### src/rtl/msrv32_pkg.sv
// rtl/msrv32_pkg.sv - shared types and constants for the msrv32 instruction prefetch path
package msrv32_pkg;

    typedef enum logic [0:0] {
        ST_FETCH  = 1'b0,
        ST_HALTED = 1'b1
    } fetch_state_e;

    localparam logic [31:0] RESET_PC_DEFAULT = 32'h0000_0000;
    localparam logic [1:0]  INSTR_ALIGN_MASK = 2'b11;

    function automatic logic is_misaligned(input logic [31:0] pc);
        return (pc[1:0] & INSTR_ALIGN_MASK) != 2'b00;
    endfunction

endpackage

### src/rtl/msrv32_sync_fifo.sv
// rtl/msrv32_sync_fifo.sv - power-of-two synchronous FIFO with flush; pop and push may coincide when full
module msrv32_sync_fifo #(
    parameter int unsigned WIDTH = 64,
    parameter int unsigned DEPTH = 4
) (
    input  logic                     clk_i,
    input  logic                     rst_i,
    input  logic                     clear_i,
    input  logic                     push_i,
    input  logic [WIDTH-1:0]         push_data_i,
    input  logic                     pop_i,
    output logic [WIDTH-1:0]         pop_data_o,
    output logic                     empty_o,
    output logic [$clog2(DEPTH):0]   count_o
);
    localparam int unsigned AW = $clog2(DEPTH);

    logic [WIDTH-1:0] mem_q [DEPTH];
    logic [AW-1:0]    wr_ptr_q, rd_ptr_q;
    logic [AW:0]      count_q;
    logic             full, do_push, do_pop;

    assign empty_o    = (count_q == '0);
    assign full       = (count_q == (AW+1)'(DEPTH));
    assign do_pop     = pop_i && !empty_o;
    assign do_push    = push_i && (!full || do_pop);
    assign pop_data_o = mem_q[rd_ptr_q];
    assign count_o    = count_q;

    always_ff @(posedge clk_i) begin
        if (rst_i || clear_i) begin
            wr_ptr_q <= '0;
            rd_ptr_q <= '0;
            count_q  <= '0;
        end else begin
            if (do_push) wr_ptr_q <= wr_ptr_q + AW'(1);
            if (do_pop)  rd_ptr_q <= rd_ptr_q + AW'(1);
            if (do_push && !do_pop)      count_q <= count_q + (AW+1)'(1);
            else if (!do_push && do_pop) count_q <= count_q - (AW+1)'(1);
        end
    end

    always_ff @(posedge clk_i) begin
        if (do_push && !clear_i) mem_q[wr_ptr_q] <= push_data_i;
    end

endmodule

### src/rtl/msrv32_prefetch_buffer.sv
// rtl/msrv32_prefetch_buffer.sv - instruction prefetcher with in-order memory responses, redirect flush and misalignment halt
module msrv32_prefetch_buffer
    import msrv32_pkg::*;
#(
    parameter int unsigned DEPTH    = 4,
    parameter logic [31:0] RESET_PC = RESET_PC_DEFAULT
) (
    input  logic        ms_riscv32_mp_clk_in,
    input  logic        ms_riscv32_mp_rst_in,
    output logic [31:0] ms_riscv32_mp_imaddr_out,
    output logic        imreq_valid_out,
    input  logic        imreq_ready_in,
    input  logic [31:0] ms_riscv32_mp_instr_in,
    input  logic        instr_valid_in,
    input  logic        redirect_in,
    input  logic [31:0] redirect_pc_in,
    output logic [31:0] instr_out,
    output logic [31:0] pc_out,
    output logic        valid_out,
    input  logic        ready_in,
    output logic        misaligned_instr_out
);
    localparam int unsigned CW = $clog2(DEPTH) + 1;
    localparam logic [CW:0] DEPTH_V = (CW+1)'(DEPTH);

    fetch_state_e  state_q, state_d;
    logic [31:0]   fetch_pc_q, fetch_pc_d;
    logic [CW-1:0] outstanding_q, outstanding_d;
    logic [CW-1:0] discard_q, discard_d;
    logic [CW-1:0] fifo_count;
    logic [CW:0]   occupancy;
    logic [63:0]   fifo_rdata;
    logic [31:0]   resp_pc;
    logic          fifo_empty, fifo_push, fifo_pop, req_fire;

    assign occupancy = {1'b0, fifo_count} + {1'b0, outstanding_q};
    assign req_fire  = imreq_valid_out && imreq_ready_in;
    // With nothing left to discard, every in-flight request is sequential, so the oldest one's address is implied.
    assign resp_pc   = fetch_pc_q - 32'({outstanding_q, 2'b00});
    assign ms_riscv32_mp_imaddr_out = fetch_pc_q;

    always_ff @(posedge ms_riscv32_mp_clk_in) begin
        if (ms_riscv32_mp_rst_in) state_q <= ST_FETCH;
        else                      state_q <= state_d;
    end

    always_comb begin
        state_d = state_q;
        if (redirect_in) state_d = is_misaligned(redirect_pc_in) ? ST_HALTED : ST_FETCH;
    end

    always_comb begin
        imreq_valid_out      = 1'b0;
        misaligned_instr_out = 1'b0;
        if (!ms_riscv32_mp_rst_in) begin
            imreq_valid_out      = (state_q == ST_FETCH) && !redirect_in && (occupancy < DEPTH_V);
            misaligned_instr_out = (state_q == ST_HALTED);
        end
    end

    always_comb begin
        outstanding_d = outstanding_q;
        if (req_fire && !instr_valid_in)      outstanding_d = outstanding_q + CW'(1);
        else if (!req_fire && instr_valid_in) outstanding_d = outstanding_q - CW'(1);
        discard_d  = discard_q;
        fetch_pc_d = fetch_pc_q;
        fifo_push  = 1'b0;
        if (redirect_in) begin
            discard_d  = outstanding_d;
            fetch_pc_d = redirect_pc_in;
        end else begin
            if (instr_valid_in) begin
                if (discard_q != '0) discard_d = discard_q - CW'(1);
                else                 fifo_push = 1'b1;
            end
            if (req_fire) fetch_pc_d = fetch_pc_q + 32'd4;
        end
    end

    always_ff @(posedge ms_riscv32_mp_clk_in) begin
        if (ms_riscv32_mp_rst_in) begin
            fetch_pc_q    <= RESET_PC;
            outstanding_q <= '0;
            discard_q     <= '0;
        end else begin
            fetch_pc_q    <= fetch_pc_d;
            outstanding_q <= outstanding_d;
            discard_q     <= discard_d;
        end
    end

    assign valid_out = !fifo_empty && !ms_riscv32_mp_rst_in;
    assign fifo_pop  = valid_out && ready_in;
    assign instr_out = valid_out ? fifo_rdata[31:0]  : 32'h0;
    assign pc_out    = valid_out ? fifo_rdata[63:32] : 32'h0;

    msrv32_sync_fifo #(
        .WIDTH (64),
        .DEPTH (DEPTH)
    ) u_fifo (
        .clk_i       (ms_riscv32_mp_clk_in),
        .rst_i       (ms_riscv32_mp_rst_in),
        .clear_i     (redirect_in),
        .push_i      (fifo_push),
        .push_data_i ({resp_pc, ms_riscv32_mp_instr_in}),
        .pop_i       (fifo_pop),
        .pop_data_o  (fifo_rdata),
        .empty_o     (fifo_empty),
        .count_o     (fifo_count)
    );

endmodule
### config.mk
export PLATFORM = sky130hd
export DESIGN_NAME = msrv32_prefetch_buffer
export DESIGN_NICKNAME = d
export VERILOG_FILES = /design/src/rtl/msrv32_pkg.sv /design/src/rtl/msrv32_sync_fifo.sv /design/src/rtl/msrv32_prefetch_buffer.sv
export SDC_FILE = /design/constraint.sdc
export NUM_CORES = 1
export LEC_CHECK = 0
export BUFFER_PORTS_ARGS = -buffer_cell sky130_fd_sc_hd__buf_2
export CAP_MARGIN = 0
export CELL_PAD_IN_SITES_DETAIL_PLACEMENT = 0
export CELL_PAD_IN_SITES_GLOBAL_PLACEMENT = 1
export CORE_MARGIN = 2
export CORE_UTILIZATION = 44
export CTS_CLUSTER_SIZE = 8
export DETAILED_ROUTE_END_ITERATION = 6
export PLACE_DENSITY_LB_ADDON = 0.25
export SLEW_MARGIN = 20
export SYNTH_ARGS = -nofsm -noshare
export SYNTH_HDL_FRONTEND = slang
export SYNTH_HIERARCHICAL = 1
export SYNTH_SLANG_ARGS = --single-unit
### constraint.sdc
create_clock -name ms_riscv32_mp_clk_in -period 8.7 [get_ports ms_riscv32_mp_clk_in]
set_input_delay 2.61 -clock ms_riscv32_mp_clk_in [delete_from_list [all_inputs] [get_ports ms_riscv32_mp_clk_in]]
set_output_delay 2.61 -clock ms_riscv32_mp_clk_in [all_outputs]
set_load 0.02 [all_outputs]
=== Word-level counts from Yosys, hierarchy flattened ===
Memories as Yosys holds them, arrays and structs flattened. A register that Yosys moved wholly into a read port is not among the register bits.
Index checks and enable logic that the tools add are counted.

* $add $sub $neg: 10
* $lt $le $gt $ge: 1
* Equal/unequal tests: 1
* Multiplexer cells: 21
* Bitwise operators: 1
* Reduce and logical (&&, ||, !) cells: 30

{| class="wikitable"
|+ Operators with widths
! operator !! count
|-
| 32-bit two-way mux || 4
|-
| 32-bit by 3-bit adder with 32-bit output, second input constant || 1
|-
| 32-bit by 5-bit subtractor with 32-bit output || 1
|-
| 3-bit two-way mux || 7
|-
| 1-bit logical AND || 12
|-
| 2-bit nonzero test || 5
|-
| 3-bit by 1-bit subtractor with 3-bit output, second input constant || 3
|-
| 1-bit logical NOT || 8
|-
| 1-bit two-way mux || 8
|-
| 3-bit by 1-bit adder with 3-bit output, second input constant || 2
|-
| 2-bit by 1-bit adder with 2-bit output, second input constant || 2
|-
| 3-bit by 3-bit adder with 4-bit output || 1
|-
| 4-bit by 3-bit < comparator with 1-bit output, second input constant || 1
|-
| 2-bit two-way mux || 2
|-
| 3-bit equality test, second input constant || 1
|-
| 3-bit logical NOT || 1
|-
| 3-bit nonzero test || 1
|-
| 1-bit logical OR || 2
|-
| 2-bit AND reduction || 1
|-
| 1-bit inverter || 1
|}

* Register bits after elaboration: 46
* Bits in writable memories: 256
* Input port bits: 70
* Output and inout port bits: 99
* Logic and storage cells: 72
* Memories: 1

{| class="wikitable"
|+ Memory list
! name !! depth !! bits a word !! rd ports !! clocked after memory_dff !! wr ports !! line !! RTL
|-
| u_fifo.mem_q || 4 || 64 || 1 || 1 || 1 || msrv32_sync_fifo.sv:18 || <nowiki>logic [WIDTH-1:0] mem_q [DEPTH];</nowiki>
|}

=== Longest topological paths before layout ===
Gate-level depths: netlist of run 1.

* Word-level depth: 11
* Mapped depth: 13
* Gate-level depth less buffers: 12

=== Hierarchy ===
The synthesis of run 1 kept the hierarchy.

{| class="wikitable"
|+ By module, submodules not included
! module !! instances !! cells an instance !! area each (um^2) !! sequential area each (um^2)
|-
| msrv32_sync_fifo || 1 || 385 || 9791.9 || 7867.5
|-
| msrv32_prefetch_buffer || 1 || 471 || 3485.8 || 780.7
|}

=== Worst setup path after synthesis of run 1 ===
Ideal clock, no wire load.

* Path type: input to register
* Start: input port redirect_in
* End: memory u_fifo.mem_q[1][0], enable pin
* Library setup time: 0.578 ns
* Arrival: 8.171 ns
* Required time: 8.122 ns
* Path slack: -0.049 ns
* Stages on the path: 5
* Buffers on the path: 2
* Cell sequence: buf_6 clkbuf_1 nor3_1 nand2_2 nor3b_1

* Longest elaborated chain between the ends: 5

{| class="wikitable"
|+ Ends and longest elaborated chain
! what !! line !! RTL
|-
| start: declaration || msrv32_prefetch_buffer.sv:15 || <nowiki>input logic redirect_in,</nowiki>
|-
| 1-bit two-way mux || msrv32_prefetch_buffer.sv:68 || <nowiki>if (redirect_in) begin</nowiki>
|-
| via fifo_push || msrv32_prefetch_buffer.sv:34 || <nowiki>logic fifo_empty, fifo_push, fifo_pop, req_fire;</nowiki>
|-
| 1-bit logical AND || msrv32_sync_fifo.sv:26 || <nowiki>assign do_push = push_i && (!full || do_pop);</nowiki>
|-
| 1-bit logical AND || msrv32_sync_fifo.sv:44 || <nowiki>if (do_push && !clear_i) mem_q[wr_ptr_q] <= push_data_i;</nowiki>
|-
| 1-bit two-way mux || msrv32_sync_fifo.sv:44 ||
|-
| 1-bit two-way mux (not written as such) || msrv32_sync_fifo.sv:44 ||
|-
| end: declaration || msrv32_sync_fifo.sv:18 ||
|}

The timed path passes the listed nets, and every way through them passes these cells.

=== Worst setup path in the final report of run 1 ===
* Start: input port ms_riscv32_mp_rst_in
* End: output port instr_out[27]

* Longest elaborated chain between the ends: 3

{| class="wikitable"
|+ Ends and longest elaborated chain
! what !! line !! RTL
|-
| start: declaration || msrv32_prefetch_buffer.sv:9 || <nowiki>input logic ms_riscv32_mp_rst_in,</nowiki>
|-
| 1-bit logical NOT || msrv32_prefetch_buffer.sv:92 || <nowiki>assign valid_out = !fifo_empty && !ms_riscv32_mp_rst_in;</nowiki>
|-
| 1-bit logical AND || msrv32_prefetch_buffer.sv:92 ||
|-
| 32-bit two-way mux || msrv32_prefetch_buffer.sv:94 || <nowiki>assign instr_out = valid_out ? fifo_rdata[31:0] : 32'h0;</nowiki>
|-
| end: declaration || msrv32_prefetch_buffer.sv:17 || <nowiki>output logic [31:0] instr_out,</nowiki>
|}

No other way between the ends.

==> insert_results.sql, run 1 <==
INSERT INTO impl_metrics (metric_group, metric, value, unit) VALUES
('run_status', 'status', 'completed', ''),
('place', 'count_of_buffers_inserted_at_the_top_level_ports', '168', ''),
('timing', 'clock_tree_skew_after_final_layout', '0.00943', 'ns'),
('worst_setup_path', 'critPathLaunchType', 'primary input', ''),
('floorplanning', 'core.rowCount', '63', ''),
('worst_setup_path', 'worst_r2r_endpoint', 'u_fifo/mem_q[3][27]', ''),
('timing', 'fin_tns_setup', '0', 'ns'),
('timing', 'max-slew-margin-rel', '30.2', '%'),
('worst_setup_path', 'worst_setup_path_end_kind', 'output port', ''),
('worst_setup_path', 'crit-reg2reg-launch', 'u_fifo/count_o[0]', ''),
('pwr', 'leakagePower', '5.49', 'nW'),
('route', 'dr.first_iter.drc_count', '532', ''),
('pwr', 'power_density', '219', 'nW/µm²'),
('timing', 'final_period_minus_worst_setup_slack', '6.72', 'ns'),
('cts', 'postCtsResizedCells', '0', ''),
('cts', 'cts_made_buffers', '43', ''),
('grt', 'grt_start_max_net_pins', '65', ''),
('yosys', 'synth_top_cell_area_share', '57.9', '%'),
('min_path', 'min_from', 'u_fifo/rd_ptr_q[1]', ''),
('cts', 'numClockSinks', '304', ''),
('worst_setup_path', 'critPathRequiredTime', '6.09', 'ns'),
('yosys', 'synth_area_leader_cell', 'sky130_fd_sc_hd__edfxtp_1', ''),
('layout', 'fillerInstances', '2594', ''),
('layout', 'layout.core_utilization', '52.4', '%'),
('worst_setup_path', 'crit_path_max_fanout', '36', ''),
('place', 'finalWeightedCongestion', '0.756', ''),
('floorplanning', 'fp.dieArea', '31600', 'µm²'),
('cts', 'clk_root_buffer_cell', 'sky130_fd_sc_hd__clkbuf_16', ''),
('grt', 'grt_antenna_before_repair', '0', ''),
('place', 'sum_of_net_half_perimeters_after_detailed_placement', '18400', 'µm'),
('timing', 'timing.final.crit_share', '77.2', '%'),
('layout', 'total_area_of_multi_input_combinational_cells', '4240', 'µm²'),
('timing', 'drv_slew', '0', ''),
('worst_setup_path', 'critical_path_arrival', '4.11', 'ns'),
('place', 'dpl_worst_slack', '1.87', 'ns'),
('yosys', 'ys_async_sr_fraction', '0', '%'),
('layout', 'antenna_cells', '0', ''),
('grt', 'first_global_vias', '7875', ''),
('route', 'route.antenna.remaining_nets', '0', ''),
('route', 'detail_route.first_pass.iterations', '6', ''),
('floorplanning', 'io_pins', '169', ''),
('flow_run', 'number_of_maximum_capacitance_constraint_violations', '0', ''),
('yosys', 'avgSynthCellArea', '15.5', 'µm²'),
('layout', 'area.sequential', '8660', 'µm²'),
('layout', 'area_growth_syn_to_layout', '17.1', '%'),
('floorplanning', 'die_w', '178', 'µm'),
('yosys', 'synth_cells', '856', ''),
('timing', 'timing.final.ws_setup', '1.98', 'ns'),
('pwr', 'vdd.ir_drop.worst', '0.113', 'mV'),
('timing', 'setup_viol', '0', ''),
('yosys', 'synth_cell_types', '68', ''),
('yosys', 'synth.net_count', '943', ''),
('yosys', 'synth-edff-count', '256', ''),
('route', 'wl_per_cell', '20.8', 'µm'),
('yosys', 'yosys_register_bits', '304', ''),
('route', 'routed_wl', '29700', 'µm'),
('timing', 'max_slew.worst_pin.slew', '1.04', 'ns'),
('yosys', 'synth.cell_area', '13300', 'µm²'),
('yosys', 'synth_common_cells', 'sky130_fd_sc_hd__edfxtp_1 (256), sky130_fd_sc_hd__and2_1 (67), sky130_fd_sc_hd__mux4_2 (60)', ''),
('cts', 'cts_tree', 'done', ''),
('grt', 'grt_util_all_layers', '19.0', '%'),
('yosys', 'synth_area_leaders', 'sky130_fd_sc_hd__edfxtp_1 (58%), sky130_fd_sc_hd__mux4_2 (10%), sky130_fd_sc_hd__dfxtp_1 (7.2%), sky130_fd_sc_hd__and2_1 (3.2%), sky130_fd_sc_hd__xnor2_1 (1.6%)', ''),
('timing', 'achievable-frequency', '0.149', 'GHz'),
('grt', 'grt.overflow.total', '0', ''),
('route', 'vias_per_cell', '5.45', ''),
('yosys', 'synth.yosys.seq_area_share', '65.1', '%'),
('cts', 'clk_pin_slew_worst_paths', '0.05', 'ns'),
('worst_setup_path', 'path_class', 'primary input to output port', ''),
('cts', 'post-cts-setup-buffers', '0', ''),
('min_path', 'holdPathEnd', 'u_fifo/rd_ptr_q[1]', ''),
('cts', 'cts.path.max_buffers', '3', '');
## state kept, by name, indices dropped and copies added, names as in the netlist, named ones only
register                  flops
ms_riscv32_mp_imaddr_out     32
state_q                       1
u_fifo/wr_ptr_q               2
u_fifo/count_o                3
u_fifo/mem_q                256
outstanding_q                 3
discard_q                     3
u_fifo/rd_ptr_q               2
## power breakdown
part	switching [mW]	leakage, nW	internal [mW]
clock network	0.566	0.560	0.891
logic	0.169	2.21	0.104
registers	0.0329	2.72	1.64
## cells by family (layout without fill, tap and decap cells)
logic type	count (synthesis)	in the layout	synth area share (%)
flip-flops	304	304	65.1
AND/OR/NAND/NOR	263	263	11.6
AO/OA/AOI/OAI	83	83	3.89
buffers and inverters	73	256	3.15
multiplexers	72	72	11.6
XOR/XNOR	42	42	2.77
adder cells (fa/ha/maj)	19	19	1.87
## worst max-delay path: stages
cell and delay (ns):
sky130_fd_sc_hd__buf_2 0.12, sky130_fd_sc_hd__nor2_4 0.63, sky130_fd_sc_hd__buf_4 0.39, sky130_fd_sc_hd__and2_1 0.17
sky130_fd_sc_hd__buf_2 0.16
## area by class of cell
class	instances	share of cell area, %
Timing Repair Buffer	181	6.04
Clock inverter	2	0.209
Multi-Input combinational cell	479	27.3
Clock buffer	57	7.26
Inverter	16	0.386
Tap cell	390	3.14
Sequential cell	304	55.7
## routing by layer
metal	share of wire, %	GRT usage [%]	up-vias
met3	5.6	3.96	49
li1	-	-	3620
met5	0	0	-
met1	43	25.0	3901
met4	2.5	6.18	0
met2	49	31.6	225
## worst max path at each step
stage / startpoint / endpoint / slack, ns / cells past startpoint
after floorplan: redirect_in / u_fifo/mem_q[1][0] / -0.05 / 5
after global placement: ms_riscv32_mp_rst_in / instr_out[3] / 1.93 / 5
after detailed placement: ms_riscv32_mp_rst_in / instr_out[27] / 1.87 / 5
after CTS: ms_riscv32_mp_rst_in / instr_out[27] / 1.87 / 5
after global routing: ms_riscv32_mp_rst_in / instr_out[27] / 1.78 / 5
final: ms_riscv32_mp_rst_in / instr_out[27] / 1.98 / 5
## placed cells by master, fill, tap and decap left out, types with 9 or more instances in the layout
cell and n:
sky130_fd_sc_hd__clkbuf_16 43, sky130_fd_sc_hd__clkbuf_1 14, sky130_fd_sc_hd__nor2_1 37, sky130_fd_sc_hd__edfxtp_1 256
sky130_fd_sc_hd__and3_1 9, sky130_fd_sc_hd__nor3_1 12, sky130_fd_sc_hd__ha_1 15, sky130_fd_sc_hd__mux4_2 60
sky130_fd_sc_hd__nand4_1 9, sky130_fd_sc_hd__nand2_1 42, sky130_fd_sc_hd__a21oi_1 23, sky130_fd_sc_hd__buf_2 168
sky130_fd_sc_hd__nand3_1 25, sky130_fd_sc_hd__o21ai_0 17, sky130_fd_sc_hd__dfxtp_1 46, sky130_fd_sc_hd__and2_1 67
sky130_fd_sc_hd__buf_4 13, sky130_fd_sc_hd__inv_1 15, sky130_fd_sc_hd__xor2_1 18, sky130_fd_sc_hd__a31oi_1 15
sky130_fd_sc_hd__xnor2_1 24
## stage by stage
step                cells  total power, mW  area, µm²
finish               1429             3.40      15500
global route         1429             3.53      15500
CTS                  1429             3.45      15500
detailed placement   1370             1.97      14400
global placement     1370             1.97      14400
floorplan             856             1.87      13300
(Power assumes the default switching activity.)
==> inputs of run 2 (changes only) <==
clock period = 5.75 ns   (was 8.7 ns; I/O delays follow)
==> insert_results.sql, run 2 (same netlist as run 1, synthesis figures left out) <==
INSERT INTO impl_metrics (metric_group, metric, value, unit) VALUES
('route', 'remaining_drc_errors', '0', ''),
('timing', 'grt_setup_unrepaired', 'false', ''),
('floorplanning', 'floorplan.initialDensity', '44.8', '%'),
('place', 'dp.cells', '1374', ''),
('worst_setup_path', 'worst_setup_path_end_kind', 'output port', ''),
('cts', 'postCtsResizedCells', '0', ''),
('layout', 'max_flop_register', 'u_fifo/mem_q', ''),
('timing', 'drv_slew', '0', ''),
('place', 'finalWeightedCongestion', '0.769', ''),
('flow_run', 'number_of_maximum_capacitance_constraint_violations', '0', ''),
('timing', 'clock_tree_skew_after_final_layout', '0.0248', 'ns'),
('layout', 'most-common-layout-cells', 'sky130_fd_sc_hd__edfxtp_1 (256), sky130_fd_sc_hd__buf_2 (168), sky130_fd_sc_hd__and2_1 (67)', ''),
('min_path', 'hp-class', 'register to register', ''),
('layout', 'stdcell_count', '1434', ''),
('route', 'wl_per_cell', '20.5', 'µm'),
('cts', 'clk_latency', '0.53', 'ns'),
('grt', 'grt.overflow.total', '0', ''),
('worst_setup_path', 'cp_top_family', 'buffers and inverters', ''),
('floorplanning', 'fp.dieArea', '31600', 'µm²'),
('layout', 'largest_reg_flops', '256', ''),
('worst_setup_path', 'critPathSlowestCell', 'sky130_fd_sc_hd__buf_4', ''),
('place', 'count_of_buffers_inserted_at_the_top_level_ports', '168', ''),
('worst_setup_path', 'crit_buf_inv', '3', ''),
('layout', 'antenna_cells', '0', ''),
('layout', 'area_growth_syn_to_layout', '17.5', '%'),
('layout', 'fillerInstances', '2539', ''),
('grt', 'grt_first_pass_wirelength', '45100', 'µm'),
('worst_setup_path', 'critPathLaunchType', 'primary input', ''),
('floorplanning', 'io_pins', '169', ''),
('place', 'placed_area', '14400', 'µm²'),
('cts', 'cts_hold_repair.buffers', '0', ''),
('worst_setup_path', 'critical_path_arrival', '2.85', 'ns'),
('route', 'detail_route.first_pass.iterations', '5', ''),
('floorplanning', 'core.rowCount', '63', ''),
('grt', 'grt_util_all_layers', '18.9', '%'),
('cts', 'cts.path.max_buffers', '3', ''),
('pwr', 'power_density', '331', 'nW/µm²'),
('grt', 'grt_start_max_net_pins', '67', ''),
('floorplanning', 'die_w', '178', 'µm'),
('layout', 'design_area', '15600', 'µm²'),
('floorplanning', 'core-area', '29600', 'µm²'),
('route', 'routed_wl', '29400', 'µm'),
('worst_setup_path', 'worstPathCellList', 'buf_2 -> buf_4 -> nor2_1 -> and3_1 -> buf_2', ''),
('grt', 'first_global_vias', '7836', ''),
('route', 'dr.first_iter.drc_count', '540', ''),
('cts', 'clk_pin_slew_worst_paths', '0.05', 'ns'),
('cts', 'htree_num_levels', '2', ''),
('worst_setup_path', 'path_class', 'primary input to output port', ''),
('route', 'route.antenna.remaining_nets', '0', ''),
('pwr', 'leakagePower', '5.52', 'nW'),
('timing', 'final_period_minus_worst_setup_slack', '4.57', 'ns'),
('grt', 'grt_antenna_before_repair', '0', ''),
('cts', 'clk_root_buffer_cell', 'sky130_fd_sc_hd__clkbuf_16', ''),
('floorplanning', 'fp.dieH', '178', 'µm'),
('cts', 'numClockSinks', '304', ''),
('timing', 'max_slew.worst_pin.slew', '1.04', 'ns'),
('cts', 'cts_made_buffers', '43', ''),
('pwr', 'vdd.ir_drop.worst', '0.164', 'mV'),
('layout', 'final_nets', '1116', ''),
('route', 'vias_per_cell', '5.39', ''),
('worst_setup_path', 'critical_path.max_stage_delay', '0.44', 'ns'),
('timing', 'finalHoldViolations', '0', ''),
('timing', 'timing.final.crit_share', '79.5', '%'),
('worst_setup_path', 'crit_path_frequent_cell', 'sky130_fd_sc_hd__buf_2', ''),
('worst_setup_path', 'crit_path_max_fanout', '43', ''),
('cts', 'post-cts-setup-buffers', '0', ''),
('timing', 'setup_viol', '0', ''),
('cts', 'cts_tree', 'done', ''),
('timing', 'max-slew-margin-rel', '30.2', '%'),
('timing', 'achievable-frequency', '0.219', 'GHz'),
('worst_setup_path', 'critPathRequiredTime', '4.03', 'ns'),
('layout', 'final_common_cell', 'sky130_fd_sc_hd__edfxtp_1', ''),
('layout', 'final_layout_size_suffix_gt1_share', '30.3', '%'),
('place', 'sum_of_net_half_perimeters_after_detailed_placement', '18400', 'µm'),
('run_status', 'status', 'completed', ''),
('route', 'num_vias', '7724', '');
[run 2: power by group]
part	internal [mW]	switching [mW]
Sequential	2.47	0.0513
Clock	1.36	0.874
Combinational	0.157	0.253
[run 2: worst reg2reg max path, cell delays in order, from the launching register on]
cell and delay [ns]:
sky130_fd_sc_hd__dfxtp_1 0.52, sky130_fd_sc_hd__nor3_1 0.14, sky130_fd_sc_hd__nor2_4 0.09, sky130_fd_sc_hd__buf_4 0.46, sky130_fd_sc_hd__and2_1 0.30, sky130_fd_sc_hd__or4b_4 0.17, sky130_fd_sc_hd__nand2_2 0.12, sky130_fd_sc_hd__nor3b_2 0.29
sky130_fd_sc_hd__buf_4 0.69
[run 2: area by class of cell]
| class | count | area, µm² | area share, % |
|---|---|---|---|
| tap | 390 | 488 | 3.13 |
| clock buffer | 57 | 1130 | 7.23 |
| multi-input combinational | 479 | 4240 | 27.2 |
| clock inverter | 3 | 48.8 | 0.313 |
| timing repair buffer | 185 | 981 | 6.29 |
| sequential | 304 | 8660 | 55.5 |
| inverter | 16 | 60.1 | 0.385 |
[run 2: routing by layer]
metal,share of wire (%),wire [µm],up-vias,track usage (%)
met1,44,12900,3851,25.5
met2,49,14300,189,31.3
met5,0,0,-,0
li1,-,-,3641,-
met3,5.3,1560,43,3.81
met4,2.2,636,0,5.26
[run 2: final timing paths]
path                        start             endpoint  slack, ns  depth (start not counted)
max          ms_riscv32_mp_rst_in      imreq_valid_out       1.18                          5
min            u_fifo/wr_ptr_q[0]   u_fifo/wr_ptr_q[0]       0.52                          2
max reg2reg     u_fifo/count_o[0]  u_fifo/mem_q[0][19]       2.53                          8
min reg2reg    u_fifo/wr_ptr_q[0]   u_fifo/wr_ptr_q[0]       0.52                          2
[run 2: metrics by stage]
stage | total power, mW | TNS [ns] | util (%) | setup slack [ns] | hold slack [ns]
final | 5.17 | 0 | 52.6 | 1.18 | 0.520
after global routing | 5.37 | 0 | 52.6 | 1.08 | 0.551
after CTS | 5.23 | 0 | 52.6 | 1.16 | 0.524
after detailed placement | 2.98 | 0 | 48.7 | 1.17 | 0.503
after global placement | 2.97 | 0 | 48.7 | 1.20 | 0.501
after floorplan | 2.83 | -538.97 | - | -2.11 | 0.482
==> inputs of run 3 (changes only) <==
clock period = 4.6 ns   (was 5.75 ns; I/O delays follow)
==> insert_results.sql, run 3 (same netlist as run 1, synthesis figures left out) <==
INSERT INTO impl_metrics (metric_group, metric, value, unit) VALUES
('layout', 'design_area', '15800', 'µm²'),
('route', 'remaining_drc_errors', '0', ''),
('layout', 'antenna_cells', '0', ''),
('timing', 'finalHoldViolations', '0', ''),
('floorplanning', 'core-area', '29600', 'µm²'),
('grt', 'first_global_vias', '7901', ''),
('worst_setup_path', 'critical_path_arrival', '2.57', 'ns'),
('cts', 'cts_hold_repair.buffers', '0', ''),
('worst_setup_path', 'critPathRequiredTime', '3.22', 'ns'),
('layout', 'final_nets', '1131', ''),
('layout', 'total_area_of_multi_input_combinational_cells', '4260', 'µm²'),
('place', 'count_of_buffers_inserted_at_the_top_level_ports', '168', ''),
('cts', 'htree_num_levels', '2', ''),
('layout', 'stdcell_count', '1450', ''),
('timing', 'max-slew-margin-rel', '28.8', '%'),
('worst_setup_path', 'worst_setup_path_end_kind', 'output port', ''),
('worst_setup_path', 'critPathLaunchType', 'register', ''),
('cts', 'numClockSinks', '304', ''),
('route', 'vias_per_cell', '5.43', ''),
('grt', 'grt_antenna_before_repair', '0', ''),
('pwr', 'design_power_total', '6.46', 'mW'),
('timing', 'timing.final.crit_share', '85.9', '%'),
('cts', 'cts.path.max_buffers', '3', ''),
('timing', 'max_slew.worst_pin.slew', '1.06', 'ns'),
('timing', 'achievable-frequency', '0.253', 'GHz'),
('layout', 'max_flop_register', 'u_fifo/mem_q', ''),
('floorplanning', 'io_pins', '169', ''),
('layout', 'area.sequential', '8660', 'µm²'),
('place', 'dpl_worst_slack', '0.741', 'ns'),
('cts', 'cts_tree', 'done', ''),
('timing', 'drv_slew', '0', ''),
('cts', 'post-cts-setup-buffers', '0', ''),
('floorplanning', 'fp.dieH', '178', 'µm'),
('place', 'finalWeightedCongestion', '0.766', ''),
('cts', 'cts_made_buffers', '43', ''),
('place', 'sum_of_net_half_perimeters_after_detailed_placement', '19300', 'µm'),
('route', 'route.antenna.remaining_nets', '0', ''),
('pwr', 'vdd.ir_drop.worst', '0.214', 'mV'),
('layout', 'final_common_cell', 'sky130_fd_sc_hd__edfxtp_1', ''),
('cts', 'clk_root_buffer_cell', 'sky130_fd_sc_hd__clkbuf_16', ''),
('grt', 'grt.overflow.total', '0', ''),
('route', 'num_vias', '7875', ''),
('route', 'wl_per_cell', '20.3', 'µm'),
('grt', 'grt_util_all_layers', '19.2', '%'),
('timing', 'timing.final.ws_setup', '0.649', 'ns'),
('route', 'routed_wl', '29500', 'µm'),
('worst_setup_path', 'path_class', 'register to output port', ''),
('grt', 'grt_first_pass_wirelength', '45800', 'µm'),
('layout', 'fillerInstances', '2550', ''),
('floorplanning', 'fp.dieArea', '31600', 'µm²'),
('timing', 'clock_tree_skew_after_final_layout', '0.0136', 'ns'),
('place', 'dp.cells', '1389', ''),
('timing', 'grt_setup_unrepaired', 'false', ''),
('layout', 'most-common-layout-cells', 'sky130_fd_sc_hd__edfxtp_1 (256), sky130_fd_sc_hd__buf_2 (168), sky130_fd_sc_hd__and2_1 (67)', ''),
('timing', 'fin_tns_setup', '0', 'ns'),
('run_status', 'status', 'completed', ''),
('pwr', 'leakagePower', '5.65', 'nW'),
('floorplanning', 'die_w', '178', 'µm'),
('pwr', 'power_density', '408', 'nW/µm²'),
('route', 'detail_route.first_pass.iterations', '5', ''),
('worst_setup_path', 'crit_path_max_fanout', '23', ''),
('layout', 'area_growth_syn_to_layout', '19.2', '%'),
('floorplanning', 'floorplan.initialDensity', '44.8', '%'),
('grt', 'grt_start_max_net_pins', '61', ''),
('place', 'placed_area', '14600', 'µm²'),
('layout', 'final_layout_size_suffix_gt1_share', '31.2', '%'),
('timing', 'final_period_minus_worst_setup_slack', '3.95', 'ns'),
('min_path', 'hp-class', 'register to register', ''),
('floorplanning', 'core.rowCount', '63', ''),
('layout', 'largest_reg_flops', '256', ''),
('cts', 'clk_pin_slew_worst_paths', '0.05', 'ns'),
('flow_run', 'number_of_maximum_capacitance_constraint_violations', '0', ''),
('cts', 'clk_latency', '0.52', 'ns'),
('timing', 'setup_viol', '0', ''),
('cts', 'postCtsResizedCells', '0', ''),
('route', 'dr.first_iter.drc_count', '572', '');
==> run 3: worst paths after layout <==
kind,startpoint,endpoint,slack [ns],cells after the start
max,register,instr_out[0],0.65,4
min,u_fifo/wr_ptr_q[0],u_fifo/wr_ptr_q[0],0.53,2
max reg2reg,outstanding_q[0],u_fifo/mem_q[0][60],1.60,8
min reg2reg,u_fifo/wr_ptr_q[0],u_fifo/wr_ptr_q[0],0.53,2
==> run 3: power by group <==
part	switching, mW	total, mW	leakage (nW)	internal (mW)
clock network	1.06	2.78	0.571	1.72
registers	0.0642	3.16	2.72	3.09
logic	0.322	0.528	2.36	0.206
==> run 3: worst max-delay path, stage by stage, from the launching register on <==
cell                      delay (ns)
sky130_fd_sc_hd__dfxtp_4        0.68
sky130_fd_sc_hd__buf_4          0.41
sky130_fd_sc_hd__mux4_1         0.61
sky130_fd_sc_hd__and2_1         0.17
sky130_fd_sc_hd__buf_2          0.16
==> run 3: final cells by class <==
type / count / area share [%]
clock buffer: 59 / 7.31
tap: 390 / 3.08
clock inverter: 2 / 0.158
timing repair buffer: 200 / 7.46
inverter: 16 / 0.379
sequential: 304 / 54.7
multi-input combinational: 479 / 26.9
==> run 3: per-layer routing <==
metal | global-route usage [%] | share of wire, % | vias to the layer above
met5 | 0 | 0 | -
met3 | 3.53 | 5.7 | 45
met1 | 26.7 | 44 | 3930
met4 | 5.02 | 1.7 | 0
li1 | - | - | 3672
met2 | 31.2 | 48 | 228
==> run 3: stage by stage <==
step                      hold slack [ns]  util [%]
after global placement              0.512      49.4
after detailed placement            0.526      49.4
after floorplan                     0.482         -
after CTS                           0.534      53.4
final                               0.533      53.4
after global routing                0.558      53.4
